$ cat src/rtl/ext_sram_pkg.sv
// Shared types and helpers for the external asynchronous SRAM controller.
package ext_sram_pkg;

  typedef enum logic [1:0] {
    IDLE   = 2'd0,
    SETUP  = 2'd1,
    STROBE = 2'd2,
    HOLD   = 2'd3
  } state_t;

  localparam int DEF_WORD_WIDTH = 32;
  localparam int DEF_BUS_WIDTH  = 16;
  localparam int BEATS          = DEF_WORD_WIDTH / DEF_BUS_WIDTH;
  localparam int LANES          = DEF_BUS_WIDTH / 8;

  // Number of byte-address bits covered by one host word.
  function automatic int byte_shift(input int word_w);
    return $clog2(word_w / 8);
  endfunction

endpackage

$ cat src/rtl/ext_sram_ctl.sv
// Host-word to async-SRAM beat sequencer with wait states and byte masks.
// Optional macro EXT_SRAM_PIPE_EN: accept a new request in the final HOLD cycle.
module ext_sram_ctl
  import ext_sram_pkg::*;
#(
  parameter int ADDR_WIDTH  = 32,
  parameter int WORD_WIDTH  = 32,
  parameter int BUS_WIDTH   = 16,
  parameter int SRAM_AW     = 18,
  parameter int WAIT_STATES = 1
) (
  input  logic                    clk,
  input  logic                    rstn,
  input  logic                    valid,
  input  logic                    rw,
  input  logic [ADDR_WIDTH-1:0]   addr,
  input  logic [WORD_WIDTH-1:0]   wdata,
  input  logic [WORD_WIDTH/8-1:0] wmask,
  output logic                    ready,
  output logic [WORD_WIDTH-1:0]   rdata,
  output logic [SRAM_AW-1:0]      sram_addr,
  output logic [BUS_WIDTH-1:0]    sram_dq_o,
  input  logic [BUS_WIDTH-1:0]    sram_dq_i,
  output logic                    sram_dq_oe,
  output logic                    sram_ce_n,
  output logic                    sram_oe_n,
  output logic                    sram_we_n,
  output logic [BUS_WIDTH/8-1:0]  sram_be_n
);

  localparam int NBEATS = WORD_WIDTH / BUS_WIDTH;
  localparam int NLANES = BUS_WIDTH / 8;
  localparam int MW     = WORD_WIDTH / 8;
  localparam int SHIFT  = byte_shift(WORD_WIDTH);
  localparam int BW     = (NBEATS > 1) ? $clog2(NBEATS) : 1;
`ifdef EXT_SRAM_PIPE_EN
  localparam bit PIPE = 1'b1;
`else
  localparam bit PIPE = 1'b0;
`endif

  state_t                  state;
  logic [BW-1:0]           beat;
  logic [3:0]              wcnt;
  logic                    rw_q;
  logic [ADDR_WIDTH-1:0]   word_q;
  logic [WORD_WIDTH-1:0]   wdata_q;
  logic [MW-1:0]           wmask_q;

  logic                    last, accept, launch, l_rw;
  logic [BW-1:0]           l_beat;
  logic [ADDR_WIDTH-1:0]   l_word;
  logic [WORD_WIDTH-1:0]   l_wdata;
  logic [MW-1:0]           l_mask;

  function automatic logic [SRAM_AW-1:0] beat_addr(input logic [ADDR_WIDTH-1:0] word,
                                                   input logic [BW-1:0] b);
    logic [ADDR_WIDTH-1:0] a;
    a = word * ADDR_WIDTH'(NBEATS) + ADDR_WIDTH'(b);
    return a[SRAM_AW-1:0];
  endfunction

  function automatic logic [BUS_WIDTH-1:0] dslice(input logic [WORD_WIDTH-1:0] d,
                                                  input logic [BW-1:0] b);
    return d[int'(b)*BUS_WIDTH +: BUS_WIDTH];
  endfunction

  function automatic logic [NLANES-1:0] mslice(input logic [MW-1:0] m,
                                               input logic [BW-1:0] b);
    return m[int'(b)*NLANES +: NLANES];
  endfunction

  // A launch either starts a fresh request or advances to the next beat.
  always_comb begin
    last    = (beat == BW'(NBEATS - 1));
    accept  = valid && ((state == IDLE) || (PIPE && state == HOLD && last));
    launch  = accept || (state == HOLD && !last);
    l_rw    = accept ? rw : rw_q;
    l_word  = accept ? (addr >> SHIFT) : word_q;
    l_beat  = accept ? '0 : BW'(beat + 1'b1);
    l_wdata = accept ? wdata : wdata_q;
    l_mask  = accept ? wmask : wmask_q;
  end

  always_ff @(posedge clk) begin
    if (!rstn) begin
      state      <= IDLE;
      beat       <= '0;
      wcnt       <= '0;
      rw_q       <= 1'b0;
      word_q     <= '0;
      wdata_q    <= '0;
      wmask_q    <= '0;
      ready      <= 1'b0;
      rdata      <= '0;
      sram_addr  <= '0;
      sram_dq_o  <= '0;
      sram_dq_oe <= 1'b0;
      sram_ce_n  <= 1'b1;
      sram_oe_n  <= 1'b1;
      sram_we_n  <= 1'b1;
      sram_be_n  <= '1;
    end else begin
      ready <= 1'b0;
      if (launch) begin
        if (accept) begin
          rw_q    <= rw;
          word_q  <= addr >> SHIFT;
          wdata_q <= wdata;
          wmask_q <= wmask;
        end
        state      <= SETUP;
        beat       <= l_beat;
        sram_addr  <= beat_addr(l_word, l_beat);
        sram_dq_o  <= dslice(l_wdata, l_beat);
        sram_dq_oe <= l_rw;
        sram_be_n  <= l_rw ? ~mslice(l_mask, l_beat) : '0;
        sram_ce_n  <= 1'b0;
      end else begin
        case (state)
          SETUP: begin
            state     <= STROBE;
            wcnt      <= '0;
            sram_oe_n <= rw_q;
            // An all-zero lane mask still spends the strobe time, just without we_n.
            sram_we_n <= !(rw_q && (|mslice(wmask_q, beat)));
          end
          STROBE: begin
            if (wcnt == 4'(WAIT_STATES)) begin
              state     <= HOLD;
              sram_oe_n <= 1'b1;
              sram_we_n <= 1'b1;
              if (!rw_q) rdata[int'(beat)*BUS_WIDTH +: BUS_WIDTH] <= sram_dq_i;
              if (last) ready <= 1'b1;
            end else begin
              wcnt <= wcnt + 4'd1;
            end
          end
          HOLD: begin
            state      <= IDLE;
            sram_ce_n  <= 1'b1;
            sram_be_n  <= '1;
            sram_dq_oe <= 1'b0;
          end
          default: state <= IDLE;
        endcase
      end
    end
  end

endmodule

$ cat config.mk
export PLATFORM = sky130hd
export DESIGN_NAME = ext_sram_ctl
export DESIGN_NICKNAME = d
export VERILOG_FILES = /design/src/rtl/ext_sram_pkg.sv /design/src/rtl/ext_sram_ctl.sv
export SDC_FILE = /design/constraint.sdc
export NUM_CORES = 1
export LEC_CHECK = 0
export CAP_MARGIN = 20
export CORE_UTILIZATION = 30
export DETAILED_ROUTE_END_ITERATION = 10
export MAX_ROUTING_LAYER = met4
export PLACE_DENSITY = 0.59
export SLEW_MARGIN = 20
export SYNTH_ARGS = -nofsm -noshare
export SYNTH_HDL_FRONTEND = slang
export SYNTH_SLANG_ARGS = --single-unit
$ cat constraint.sdc
create_clock -name clk -period 2.2 [get_ports clk]
set_input_delay 0.22 -clock clk [delete_from_list [all_inputs] [get_ports clk]]
set_output_delay 0.22 -clock clk [all_outputs]
set_load 0.05 [all_outputs]
# Word level (Yosys, flattened, before mapping)
# Index checks and enable logic that the tools add are counted.
dict set report op_classes {
  n_eq_ne 7
  add_sub_neg 4
  n_reduce_logical 15
  bitwise 6
  muxes 22
  shifts 5
}
# cell count
set op_table {}
lappend op_table {{$neg A5 Y33} 1}
lappend op_table {{$shift A16 B33 Y32 const A} 1}
lappend op_table {{$shiftx A16 B33 Y32} 1}
lappend op_table {{$bwmux W32} 1}
lappend op_table {{$mux W32} 1}
lappend op_table {{$shiftx A32 B6 Y16} 1}
lappend op_table {{$mux W31} 1}
lappend op_table {{$add A18 B1 Y18} 1}
lappend op_table {{$mux W1} 9}
lappend op_table {{$mux W2} 4}
lappend op_table {{$mux W4} 2}
lappend op_table {{$pmux W4 S2} 1}
lappend op_table {{$shiftx A4 B3 Y2} 2}
lappend op_table {{$reduce_and A3 Y1} 2}
lappend op_table {{$not A1 Y1} 5}
lappend op_table {{$add A4 B1 Y4 const B} 1}
lappend op_table {{$eq A2 B2 Y1 const B} 2}
lappend op_table {{$eq A4 B1 Y1 const B} 1}
lappend op_table {{$ne A2 B2 Y1 const B} 2}
lappend op_table {{$pmux W1 S2} 2}
lappend op_table {{$pmux W2 S2} 1}
lappend op_table {{$reduce_and A4 Y1} 1}
lappend op_table {{$reduce_bool A2 Y1} 2}
lappend op_table {{$reduce_or A2 Y1} 2}
lappend op_table {{other kinds (9)} 12}
dict set report word_totals {
  regBits 148
  in_bits 88
  word_cells 76
  out_inout_bits 73
}

# Depth between registers and ports, before layout
# Gate-level depths: netlist of run 1.
dict set report logic_depth {
  depth_word 7
  mapped_depth 7
  ltp_nobuf 6
}

# Worst setup path before layout of run 1
# Ideal clock, no wire load.
dict set report synth_path {
  path_type {reg-to-reg}
  from {register state[0]}
  to {register rdata[10]}
  period_less_slack_ns 1.825
  t_required_ns 2.128
  path_buffers 1
  setup_time_ns 0.072
  setup_slack_ns 0.375
  arrival_time_ns 1.753
  stages_incl_launch_ff 8
  cell_sequence {dfxtp_1 > inv_1 > ha_1 > nand2_1 > nand2_1 > nor4_4 > buf_6 > mux2i_1}
}
dict set report synth_between {
  elab_chain_cells 5
  word_cells_on_any_way 8
  classes_between {2 x eq/ne; 1 x bitwise; 5 x reduce/logical}
}
# element line_no
set synth_rtl {}
lappend synth_rtl {{start: declaration} ext_sram_ctl.sv:42} ;# state_t state;
lappend synth_rtl {{start signal: assignment} ext_sram_ctl.sv:87} ;# state <= IDLE;
lappend synth_rtl {{start signal: assignment} ext_sram_ctl.sv:112} ;# state <= SETUP;
lappend synth_rtl {{start signal: assignment} ext_sram_ctl.sv:122} ;# state <= STROBE;
lappend synth_rtl {{$eq A2 B2 Y1 or $logic_not A2 Y1 (tied branches)} {ext_sram_ctl.sv:77, ext_sram_ctl.sv:76}}
lappend synth_rtl {{$logic_and A1 B1 Y1 (on tied branches)} {ext_sram_ctl.sv:77, ext_sram_ctl.sv:76}}
lappend synth_rtl {{$logic_or A1 B1 Y1} ext_sram_ctl.sv:77} ;# launch = accept || (state == HOLD && !last);
lappend synth_rtl {{$not A1 Y1 (no source line)} n/a}
lappend synth_rtl {{$reduce_and A4 Y1 (no source line) (*)} n/a}
lappend synth_rtl {{end signal: indexed assignment} ext_sram_ctl.sv:133} ;# if (!rw_q) rdata[int'(beat)*BUS_WIDTH +: BUS_WIDTH] <= sram_dq_i;
lappend synth_rtl {{end: declaration} ext_sram_ctl.sv:20} ;# output logic [WORD_WIDTH-1:0] rdata,
# Mark *: on every way between the ends. The rest lies on a longest branch, timed or not.
# A chain may end at the register's enable or synchronous reset.

# Worst setup path in the final report of run 1
dict set report layout_path {
  from {register state[0]}
  to {register wcnt[3]}
}
dict set report layout_between {
  elab_chain_cells 5
  word_cells_on_any_way 12
  classes_between {4 x eq/ne; 1 x mux; 1 x bitwise; 6 x reduce/logical}
}
# element line_no
set layout_rtl {}
lappend layout_rtl {{$eq A2 B2 Y1 or $logic_not A2 Y1 (tied branches)} {ext_sram_ctl.sv:77, ext_sram_ctl.sv:76}}
lappend layout_rtl {{$logic_and A1 B1 Y1 (on tied branches)} {ext_sram_ctl.sv:77, ext_sram_ctl.sv:76}}
lappend layout_rtl {{$logic_or A1 B1 Y1} ext_sram_ctl.sv:77}
lappend layout_rtl {{$not A1 Y1 (no source line)} n/a}
lappend layout_rtl {{$reduce_and A3 Y1 (no source line)} n/a}
lappend layout_rtl {{end signal: assignment} ext_sram_ctl.sv:136} ;# wcnt <= wcnt + 4'd1;
lappend layout_rtl {{end: declaration} ext_sram_ctl.sv:44} ;# logic [3:0] wcnt;
# Parallel ways exist; a longest one is shown, timed or not.

==> reports/results.tsv, run 1 <==
stage	metric	value	unit
setup_path	crit start category	register	
timing	final worst path period need	1.97	ns
route	Routed Antenna Nets	0	
finish	final net count	698	
logic_synthesis	register bit count reported by yosys	100	
die	Die H	117	µm
global_route	vias in the first global route	3462	
logic_synthesis	Seq/Total Area, Yosys	0.502	
clocking	CTS Sinks	100	
setup_path	CP cell instances	inv_1 -> ha_1 -> and2_1 -> nor2_1 -> nand2_1 -> o41ai_1	
setup_path	capturing point of the worst reg2reg path	wcnt[3]	
die	IO Count	161	
global_route	grt total ovfl	0	
route	DR vias	3690	
logic_synthesis	Synth Area in XOR/XNOR	0	
worst_hold_path	Hold Crit Class	input pin to register	
global_route	Total GRT Usage	0.167	
timing	RSZ-0062 raised after global routing	no	
setup_path	Largest delay share family, worst path	simple AND/OR/NAND/NOR gates	
die	area of the die	13800	µm²
setup_path	R2R depth	6	
timing	Fin. Hold Viols	0	
route	DRC	0	
timing	Max Fclk	507	MHz
setup_path	slowest stage cell on the critical path	dfxtp_1	
logic_synthesis	EDFF count, synth	0	
logic_synthesis	simple-gate share of the synthesized area	0.222	
setup_path	slack of the worst reg-to-reg path	0.23	ns
global_route	first-pass GRT wire length	17.8	mm
die	Die X	117	µm
placed_design	Placer Congestion	0.811	
clocking	Longest Clk Path Bufs	2	
timing	max-slew violations	0	
power	VDD IR-drop max	346	µV
route	First DRT Iteration DRCs	236	
global_route	GR peak layer	met2	
logic_synthesis	Yosys warnings	0	
clocking	Root Buffer	clkbuf_16	
clocking	setup bufs post-CTS	0	
logic_synthesis	ys async rst share	0	
route	routed wire length	11.0	mm
logic_synthesis	largest family of logic cells by synthesized area	simple AND/OR/NAND/NOR gates	
logic_synthesis	Syn Inst Count	474	
logic_synthesis	post-synth cell types	38	
timing	Final Setup Violations	0	
flow_run	max_cap viols	0	
timing	Clock Skew	0.00809	ns
finish	Layout Cells excl Fill	781	
global_route	GR Util met3	0.0433	
power	Pleak	2.09	nW
timing	pin slew with the least headroom to its limit	0.610	ns
logic_synthesis	synthesized area	3990	µm²
timing	crit share post-route	0.896	
setup_path	Worst Path Arrival	2.21	ns
finish	register area	2000	µm²
setup_path	CP peak stage delay	0.39	ns
clocking	post_cts resized	0	
setup_path	crit path from	state[0]	
setup_path	reg-to-reg startpoint	state[0]	
setup_path	Worst Setup EP	wcnt[3]	
finish	Filler cells	1236	
logic_synthesis	post-synthesis adder-cell area fraction	0.0188	
logic_synthesis	top_reg_cell synth	dfxtp_1	
worst_hold_path	startpoint of the worst hold path	rstn	
clocking	CTS tree	done	
route	Avg WL per Cell	14.1	µm
logic_synthesis	multiplexer share of the synthesized area	0.0803	
timing	setup TNS	0	ns
die	total core area	12800	µm²
finish	area grow syn2layout	47.6	%
logic_synthesis	Compound-Gate Fraction of Synth Area	0.127	
placed_design	count of buffers from port buffering	145	
placed_design	hpwl dp	7.57	mm
timing	relative slew slack	0.593	
global_route	met2 Resource Use GR	0.263	
clocking	htree depth	3	
clocking	Clock Latency Late Sink	0.35	ns
finish	most common cell after layout, fill and taps aside	nand2_1	
setup_path	critical path depth	6	
finish	highest-count cells in the layout ignoring fill and taps	168 x nand2_1, 144 x clkdlybuf4s50_1, 100 x dfxtp_1	
die	Cell Rows	41	
setup_path	Worst Setup End Kind	register	
finish	Multi-input gate area	1790	µm²
clocking	cts hold-fix bufs	0	
setup_path	CP bufs+invs	1	
logic_synthesis	Synth Net Count	568	
setup_path	CP required	2.44	ns
power	power per cell area	750	nW/µm²
route	number of detailed-route iterations in the first pass	4	
placed_design	placed cell count	765	
die	Initial Utilization	0.312	
outcome	outcome	completed	
finish	ant diodes	0	
clocking	Inserted Clock Buffers	9	
finish	share of post-route cells with drive strength above 1	0.0591	
clocking	Worst-path clk slew	0.07	ns
global_route	GRT met1 Usage	0.202	
logic_synthesis	Syn Area/Cell	8.42	µm²
global_route	pin count of the biggest net entering global routing	71	
global_route	initial antenna violation count	0	
setup_path	CP max FO	6	
route	drt via density	4.72	
setup_path	critical path class	register to register	
metrics by stage:
step                setup WS (ns)  utilization  instance area (µm²)  total power [mW]  hold slack (ns)
finish                      0.228        0.461                 5890              4.42            0.195
global route                0.117        0.461                 5890              4.62            0.197
CTS                         0.250        0.461                 5890              4.48            0.168
detailed placement          0.223        0.437                 5580              2.81            0.446
global placement            0.344        0.437                 5580              2.80            0.441
floorplan                   0.375            -                 3990              2.47            0.356
layout make-up:
| cell class | count | area share |
|---|---|---|
| Timing Repair Buffer | 157 | 0.263 |
| Clock inverter | 6 | 0.0117 |
| Tap cell | 172 | 0.0365 |
| Multi-Input combinational cell | 329 | 0.304 |
| Clock buffer | 10 | 0.0406 |
| Inverter | 7 | 0.00446 |
| Sequential cell | 100 | 0.340 |
tightest hold or removal path, cell delays in order:
cell     delay (ns)
buf_2          0.11
inv_2          0.11
a31oi_1        0.05
how the worst min path moves through the flow:
stage,endpoint,slack (ns),cells past startpoint
after floorplan,wdata_q[16],0.36,2
after CTS,state[0],0.17,3
final,state[0],0.20,3
after global routing,state[0],0.20,3
after global placement,rdata[26],0.44,2
after detailed placement,rdata[19],0.45,2
sequential cells by signal, summed over array words and instances, names as in the netlist:
signal / count
wmask_q: 4
ready: 1
state: 2
sram_addr: 18
wdata_q: 16
sram_oe_n: 1
sram_be_n: 2
rw_q: 1
sram_ce_n: 1
sram_we_n: 1
rdata: 32
sram_dq_o: 16
sram_dq_oe: 1
wcnt: 4
power by group:
part,internal (mW),switching [mW]
Combinational,0.319,0.490
Sequential,1.90,0.0550
Clock,0.924,0.723
Total,3.15,1.27
kinds of logic after synthesis:
logic type,Yosys count
compound gates,78
simple gates,213
flops,100
fa+ha+maj,6
mux,32
buf+inv,45
cell usage after synthesis, types with 2 or more instances:
master,number,share of area
nand2_1,169,0.16
dfxtp_1,100,0.50
a21oi_1,41,0.051
mux2i_1,32,0.080
clkbuf_1,22,0.021
nor2_1,21,0.020
a311oi_1,16,0.035
o21ai_0,8,0.010
buf_1,7,0.0066
inv_1,7,0.0066
ha_1,6,0.019
nor3_1,5,0.0063
a31oi_1,4,0.0063
buf_2,4,0.0050
buf_4,3,0.0056
nand3_1,3,0.0038
nor2b_1,3,0.0047
buf_6,2,0.0056
nand4b_1,2,0.0044
metal layers:
layer | part of all wire | up-vias | wire, µm
li1 | - | 1836 | -
met1 | 0.46 | 1717 | 5030
met2 | 0.47 | 122 | 5170
met3 | 0.053 | 15 | 581
met4 | 0.018 | 0 | 202
met5 | 0 | - | 0
(Power assumes the default switching activity.)
==> inputs of run 2 (changes only) <==
MAX_ROUTING_LAYER = default   (was met4)
clock period = 2 ns   (was 2.2 ns; I/O delays follow)
==> reports/results.tsv, run 2 (synthesized netlist as in run 1, its figures left out) <==
stage	metric	value	unit
setup_path	CP max FO	5	
timing	Final Setup Violations	0	
clocking	cts hold-fix bufs	0	
finish	share of post-route cells with drive strength above 1	0.0655	
finish	area grow syn2layout	48.2	%
clocking	Worst-path clk slew	0.07	ns
setup_path	slack of the worst reg-to-reg path	0.17	ns
global_route	initial antenna violation count	0	
setup_path	CP cell instances	inv_1 -> ha_1 -> and2_1 -> nor2_2 -> nand2_1 -> o41ai_1	
global_route	vias in the first global route	3620	
route	DRC	0	
timing	Clock Skew	0.00916	ns
placed_design	hpwl dp	7.75	mm
setup_path	CP required	2.24	ns
die	Cell Rows	41	
worst_hold_path	Hold Crit Class	input pin to register	
clocking	Root Buffer	clkbuf_16	
route	Routed Antenna Nets	0	
route	Avg WL per Cell	13.8	µm
die	Die H	117	µm
setup_path	crit start category	register	
finish	post-layout utilization of the core	0.463	
placed_design	placed cell count	767	
finish	final net count	700	
timing	Max Fclk	547	MHz
setup_path	Worst Setup End Kind	register	
setup_path	reg-to-reg startpoint	state[0]	
worst_hold_path	startpoint of the worst hold path	rstn	
setup_path	Worst Path Arrival	2.07	ns
setup_path	CP bufs+invs	1	
finish	Layout Cells excl Fill	783	
power	Pleak	2.10	nW
worst_hold_path	hold path cells	2	
timing	fin worst setup slack	0.173	ns
timing	RSZ-0062 raised after global routing	no	
global_route	grt total ovfl	0	
timing	pin slew with the least headroom to its limit	0.605	ns
finish	max reg flops	32	
timing	final worst path period need	1.83	ns
placed_design	count of buffers from port buffering	145	
clocking	CTS tree	done	
clocking	CTS Sinks	100	
finish	Filler cells	1215	
clocking	Longest Clk Path Bufs	2	
placed_design	Placer Congestion	0.800	
setup_path	capturing point of the worst reg2reg path	wcnt[3]	
route	number of detailed-route iterations in the first pass	4	
clocking	Clock Latency Late Sink	0.35	ns
outcome	outcome	completed	
global_route	first-pass GRT wire length	18.1	mm
power	VDD IR-drop max	411	µV
placed_design	pre-CTS setup slack	0.103	ns
clocking	htree depth	3	
timing	setup TNS	0	ns
finish	ant diodes	0	
setup_path	critical path class	register to register	
power	Power Total	4.73	mW
route	First DRT Iteration DRCs	157	
finish	highest-count cells in the layout ignoring fill and taps	168 x nand2_1, 143 x clkdlybuf4s50_1, 100 x dfxtp_1	
flow_run	max_cap viols	0	
die	Initial Utilization	0.312	
finish	largest register by flop count	rdata	
setup_path	slowest stage cell on the critical path	dfxtp_1	
setup_path	R2R depth	6	
route	routed wire length	10.8	mm
power	power per cell area	800	nW/µm²
timing	crit share post-route	0.914	
clocking	Inserted Clock Buffers	9	
worst_hold_path	Hold Path Sink	sram_ce_n	
finish	leading registers by flop count	rdata x32, sram_addr x18	
timing	max-slew violations	0	
route	DR vias	3615	
die	IO Count	161	
setup_path	CP peak stage delay	0.40	ns
die	area of the die	13800	µm²
finish	most common cell after layout, fill and taps aside	nand2_1	
die	total core area	12800	µm²
setup_path	Largest delay share family, worst path	simple AND/OR/NAND/NOR gates	
global_route	Total GRT Usage	0.164	
die	Die X	117	µm
timing	Fin. Hold Viols	0	
timing	relative slew slack	0.597	
route	drt via density	4.62	
global_route	pin count of the biggest net entering global routing	71	
==> run 2: cell type report <==
type / count / area [µm²] / share of cell area
tap: 172 / 215 / 0.0364
clock buffer: 12 / 256 / 0.0434
multi-input combinational: 329 / 1800 / 0.304
clock inverter: 4 / 30.0 / 0.00508
timing repair buffer: 159 / 1590 / 0.268
inverter: 7 / 26.3 / 0.00444
sequential: 100 / 2000 / 0.339
==> run 2: how the worst max path moves through the flow <==
stage / to / cells past startpoint / from / slack [ns]
after global routing: sram_oe_n / 5 / wcnt[0] / 0.004
after floorplan: rdata[10] / 7 / state[0] / 0.17
after global placement: wcnt[3] / 5 / valid / 0.19
final: wcnt[3] / 6 / state[0] / 0.17
after detailed placement: wcnt[3] / 5 / valid / 0.10
after CTS: sram_dq_o[7] / 5 / state[0] / 0.09
==> run 2: repair_timing <==
item                       in CTS  in global routing
gates resized for setup         0                  2
setup endpoints to repair       0                 11
buffers inserted                0                  0
==> run 2: report_power, final <==
group | leakage (nW) | internal [mW] | total (mW) | switching (mW)
Combinational | 1.15 | 0.353 | 0.888 | 0.535
Sequential | 0.817 | 2.10 | 2.16 | 0.0607
Clock | 0.140 | 0.919 | 1.68 | 0.763
==> run 2: per-stage QoR <==
step	hold slack (ns)	cell area [µm²]
floorplan	0.336	3990
global placement	0.442	5620
detailed placement	0.447	5620
CTS	0.147	5910
global route	0.171	5910
finish	0.168	5910
==> run 2: per-layer routing <==
| layer | GRT usage | vias up | share of wire |
|---|---|---|---|
| met5 | 0 | - | 0 |
| met4 | 0.0633 | 0 | 0.017 |
| met3 | 0.0491 | 13 | 0.049 |
| met2 | 0.271 | 88 | 0.48 |
| met1 | 0.199 | 1670 | 0.46 |
| li1 | - | 1844 | - |
==> RTL edit 1, RTL diff (settings of run 1) <==
Set the localparam `PIPE` to 1'b1 (it was 1'b0).
--- a/src/rtl/ext_sram_ctl.sv
+++ b/src/rtl/ext_sram_ctl.sv
@@ -36,7 +36,7 @@
 `ifdef EXT_SRAM_PIPE_EN
   localparam bit PIPE = 1'b1;
 `else
-  localparam bit PIPE = 1'b0;
+  localparam bit PIPE = 1'b1;
 `endif
 
   state_t                  state;
Behaviour: same outputs for any inputs over 4 cycles, from zero or initial values and one cycle with rstn low; that may be too few to reach the edited logic, so the function may still have changed.
==> RTL edit 1 against run 1 <==
- clock power grew 71%
- worst setup slack worse by 73 ps
- worst hold slack got worse by 35 ps
- sequential cell count increased by 15
- area after synthesis grew 23%
- final cell count increased by 18%
- total power rose by 37%
- synthesized cell count is 16% higher
- first-iteration DRC count fell by 36%
- routed wire length up 20%
- final area rose by 24%
- sequential share of layout area fell by 2.4 points
- die area up 23%
==> RTL edit 1: results (changes against run 1) <==
- Status: complete, no violations
- Largest net degree at the start of global routing: 58 (-18%)
- CP Launch Point: wcnt[0]
- Nets: 783 (+12%)
- Most instantiated cells after synthesis: 115 x dfxtp_1, 115 x nand2_1, 57 x a21boi_0, 37 x nor2_1, 36 x nor2b_1
- Relative slew margins: 0.504 (-0.0891)
- First-pass GRT wire length: 21.3 mm (+20%)
- Fraction of layout cells with a size suffix above 1: 0.0883 (+0.0292)
- Post-synthesis sequential area ratio: 0.469 (-0.0331)
- GPL Wtd Cong: 0.794 (-2.1%)
- Dpl hpwl: 9.03 mm (+19%)
- Top flop regs: rdata (32), wdata_q (31), sram_addr (18)
- Via Count: 4358 (+18%)
- Routed len/inst: 14.4 µm (+2.2%)
- GRT Total Usage: 0.170 (+0.00324)
- Placed cell count: 886 (+16%)
- Skew-Pair Late Insertion Delay: 410 ps (+60 ps)
- Synth area leaders: dfxtp_1 47%, nand2_1 8.8%, a21boi_0 8.7%
- CTS HTree Levels: 4 (+1)
- TritonRoute pass-1 iters: 4 (unchanged)
- Synth cell types: 42 (+11%)
- Logic power comb: 0.984 mW (+22%)
- DR iter-0 viols: 152 (-36%)
- Max VDD drop: 0.000529 V (+53%)
- CTS Buf Count: 17 (+8)
- Worst EP arrival: 2310 ps (+100 ps)
- Setup Skew: 5.75 ps (-2.34 ps)
- Post-Syn Area per Cell: 8.96 µm² (+6.5%)
- Post-Syn Nets: 642 (+13%)
- Flip-flop and latch power: 2.26 mW (+15%)
- Clk pwr: 2.82 mW (+71%)
- Total routed wirelength: 13.2 mm (+20%)
- Int Pwr: 4.51 mW (+43%)
- Vias in the first global route: 4343 (+25%)
- Post-DP Area: 6670 µm² (+19%)
-- RTL edit 1: cell types whose count changed in the layout (fill, tap and decap cells not counted), moves of 16 or more --
cell / delta
a21boi_0: +56
a311oi_1: -16
nor2b_1: +33
a22o_1: +16
nor2_1: +16
nand2_1: -54
o22ai_1: +16
a21oi_1: -38
-- RTL edit 1: cells by family (layout without fill, tap and decap cells) --
family          count (synthesis)  count (layout)  synth area share
flops                         115             115             0.469
mux                            32              32            0.0652
simple gates                  215             215             0.199
fa+ha+maj                       6               6            0.0153
buf+inv                        49             203            0.0423
compound gates                131             131             0.210
-- RTL edit 1: per-layer routing --
metal | GRT usage | part of all wire | up-vias
li1 | - | - | 2173
met4 | 0.0636 | 0.015 | 0
met5 | - | 0 | -
met3 | 0.0488 | 0.052 | 21
met1 | 0.199 | 0.47 | 2030
met2 | 0.276 | 0.47 | 134
-- RTL edit 1: cell type report --
class	instances	area [µm²]
well taps	216	270
multi-input cells	384	2410
repair buffers	165	1670
clock inverters	9	126
inverters	6	22.5
clock buffers	23	488
fillers	1534	8660
flip-flops and latches	115	2300
-- RTL edit 1: path summary, 6_finish.rpt --
kind | endpoint | slack [ps] | cells after the start
worst max-delay path | sram_oe_n | 160 | 5
worst min-delay path | sram_ce_n | 160 | 2
worst max register to register | sram_oe_n | 160 | 5
worst min register to register | wdata_q[29] | 460 | 2
-- RTL edit 1: what timing repair did --
action / CTS / global route
endpoints found under the setup margin: 0 / 5
hold endpoints to repair: 0 / 0
gates resized for setup: 0 / 1
-- RTL edit 1: worst max-delay path, stage by stage (launching register included) --
cell and delay (ps):
dfxtp_1 390, ha_1 210, or3b_2 510, a2111oi_2 470, nor3b_1 230, o21ai_0 90
==> RTL edit 2, RTL diff (config.mk and constraints of run 1) <==
Made on the original files. Reset style: asynchronous (`rstn`), changed in one clocked block.
--- a/src/rtl/ext_sram_ctl.sv
+++ b/src/rtl/ext_sram_ctl.sv
@@ -82,7 +82,7 @@
     l_mask  = accept ? wmask : wmask_q;
   end
 
-  always_ff @(posedge clk) begin
+  always_ff @(posedge clk or negedge rstn) begin
     if (!rstn) begin
       state      <= IDLE;
       beat       <= '0;
Behaviour: differs if rstn is asserted again (counterexample within 4 cycles, from zero or initial values and one cycle with rstn low); with rstn held inactive, the same outputs for 4 cycles.
==> RTL edit 2 against run 1 <==
- worst setup slack got worse by 28 ps
- routed wire length down 5.8%
- sequential cell count is the same
- utilization fell by 0.84 points
- final area grew 6.7%
- area after synthesis grew 6.8%
Power is not compared: it rests on default switching activity, and its combinational part moved more than twofold at a synthesized area within 25%.
==> RTL edit 2: results (changes against run 1) <==
- Status: complete, no violations
- First-pass GRT wire length: 16.8 mm (-5.8%)
- Dpl hpwl: 7.32 mm (-3.3%)
- Slowest stage delay, CP: 900 ps (+510 ps)
- GRT Total Usage: 0.153 (-0.0138)
- Placed cell count: 704 (-8.0%)
- Final non-filler cell total: 721 (-7.7%)
- IO Port Bufs: 145 (unchanged)
- Post-DP Area: 5960 µm² (+6.8%)
- CTS Buf Count: 9 (unchanged)
- Synth Instances: 391 (-18%)
- Largest net degree at the start of global routing: 83 (+17%)
- P_leak: between 2 and 3 nW
- Yosys Warn Count: 0 (unchanged)
- Worst EP arrival: 1780 ps (-430 ps)
- Hold Path Class: in -> reg
- Nets: 630 (-9.7%)
- Dpl ws: 224 ps (+0.342 ps)
- Int Pwr: approximately 5.4 mW
- DR iter-0 viols: 112 (-53%)
- WP data required: 1980 ps (-460 ps)
- Worst-path maximum fanout: 11 (+5)
- Fraction of layout cells with a size suffix above 1: 0.135 (+0.0758)
- Skew-Pair Late Insertion Delay: 350 ps (about the same)
- CP delay by family, top: buffers and inverters
- Most instantiated cells after synthesis: 132 x nand2_1, 95 x dfrtp_1, 33 x mux2_2, 19 x o21ai_0, 17 x mux2i_1
- Post-Syn Nets: 485 (-15%)
- Vias in the first global route: 3317 (-4.2%)
- Post-synthesis sequential area ratio: 0.589 (+0.0869)
- Routed len/inst: 14.4 µm (+2.0%)
- Asr flop ratio synth: 1.00 (+1.00)
- Relative slew margins: 0.534 (-0.0590)
- Synth cell types: 42 (+11%)
- GPL Wtd Cong: 0.751 (-7.4%)
- Initial antenna violation count: 0 (unchanged)
- Setup Skew: 8.53 ps (+0.441 ps)
- Max VDD drop: between 0.0007 and 0.0008 V
- Synth area leaders: dfrtp_1 56%, nand2_1 12%, mux2_2 8.7%
- Vias/cell: 4.54 (-3.9%)
- Clock transition at path regs: 70 ps (about the same)
- Worst path slowest cell: clkdlybuf4s50_1
## RTL edit 2: changes by cell type in the layout (fill, tap and decap cells not counted), sizes merged, moves of 16 or more
cell           run 1  this run
dfxtp            100         0
dfrtp              0        95
a21oi             41         1
nand2            169       132
mux2               0        33
a311oi            16         0
## RTL edit 2: area by class of cell
type                            instances  area [µm²]
Clock buffer                            9         225
Clock inverter                          7        85.1
Fill cell                            1309        7600
Inverter                                7        26.3
Multi-Input combinational cell        261        1620
Sequential cell                       100        2510
Tap cell                              180         225
Timing Repair Buffer                  157        1590
## RTL edit 2: kinds of logic (layout without fill, tap and decap cells)
group	count (synthesis)	after routing	share of synthesized area
and+or+nand+nor	170	170	0.178
DFF	100	100	0.589
muxes	50	50	0.127
AOI/OAI and AO/OA	35	35	0.0570
buffers and inverters	30	180	0.0314
adders and majority gates	6	6	0.0176
## RTL edit 2: timing repair
item,in CTS,in global routing
resized for setup,0,0
endpoints found under the setup margin,0,0
endpoints found under the hold margin,46,0
hold buffers,1,0
## RTL edit 2: worst paths after layout
check                                  start       endpoint  slack [ps]  cells after the start
worst max-delay path            sram_addr[0]   sram_addr[0]         200                      1
worst min-delay path                addr[16]  sram_addr[15]         390                      3
worst max register to register       wcnt[1]      sram_we_n         210                      5
worst min register to register   wdata_q[21]    wdata_q[21]         470                      2
max in group asynchronous               rstn   sram_dq_o[6]        1030                      3
min in group asynchronous               rstn       rdata[1]         450                      2
## RTL edit 2: metal layers
layer	wire length, µm	vias up	global-route usage
met5	0	-	-
met3	416	13	0.0291
met1	4650	1597	0.195
met4	187	0	0.0679
li1	-	1589	-
met2	5100	75	0.236
## RTL edit 2: power by group through the flow
stage	clock (mW)	combinational [mW]	sequential, mW
2_1_floorplan	0	1.53	4.96
3_5_place_dp	0	5.10	3.16
6_report	1.62	5.06	3.12
5_1_grt	1.74	5.40	3.23
3_3_place_gp	0	5.06	3.12
4_1_cts	1.68	5.12	3.13
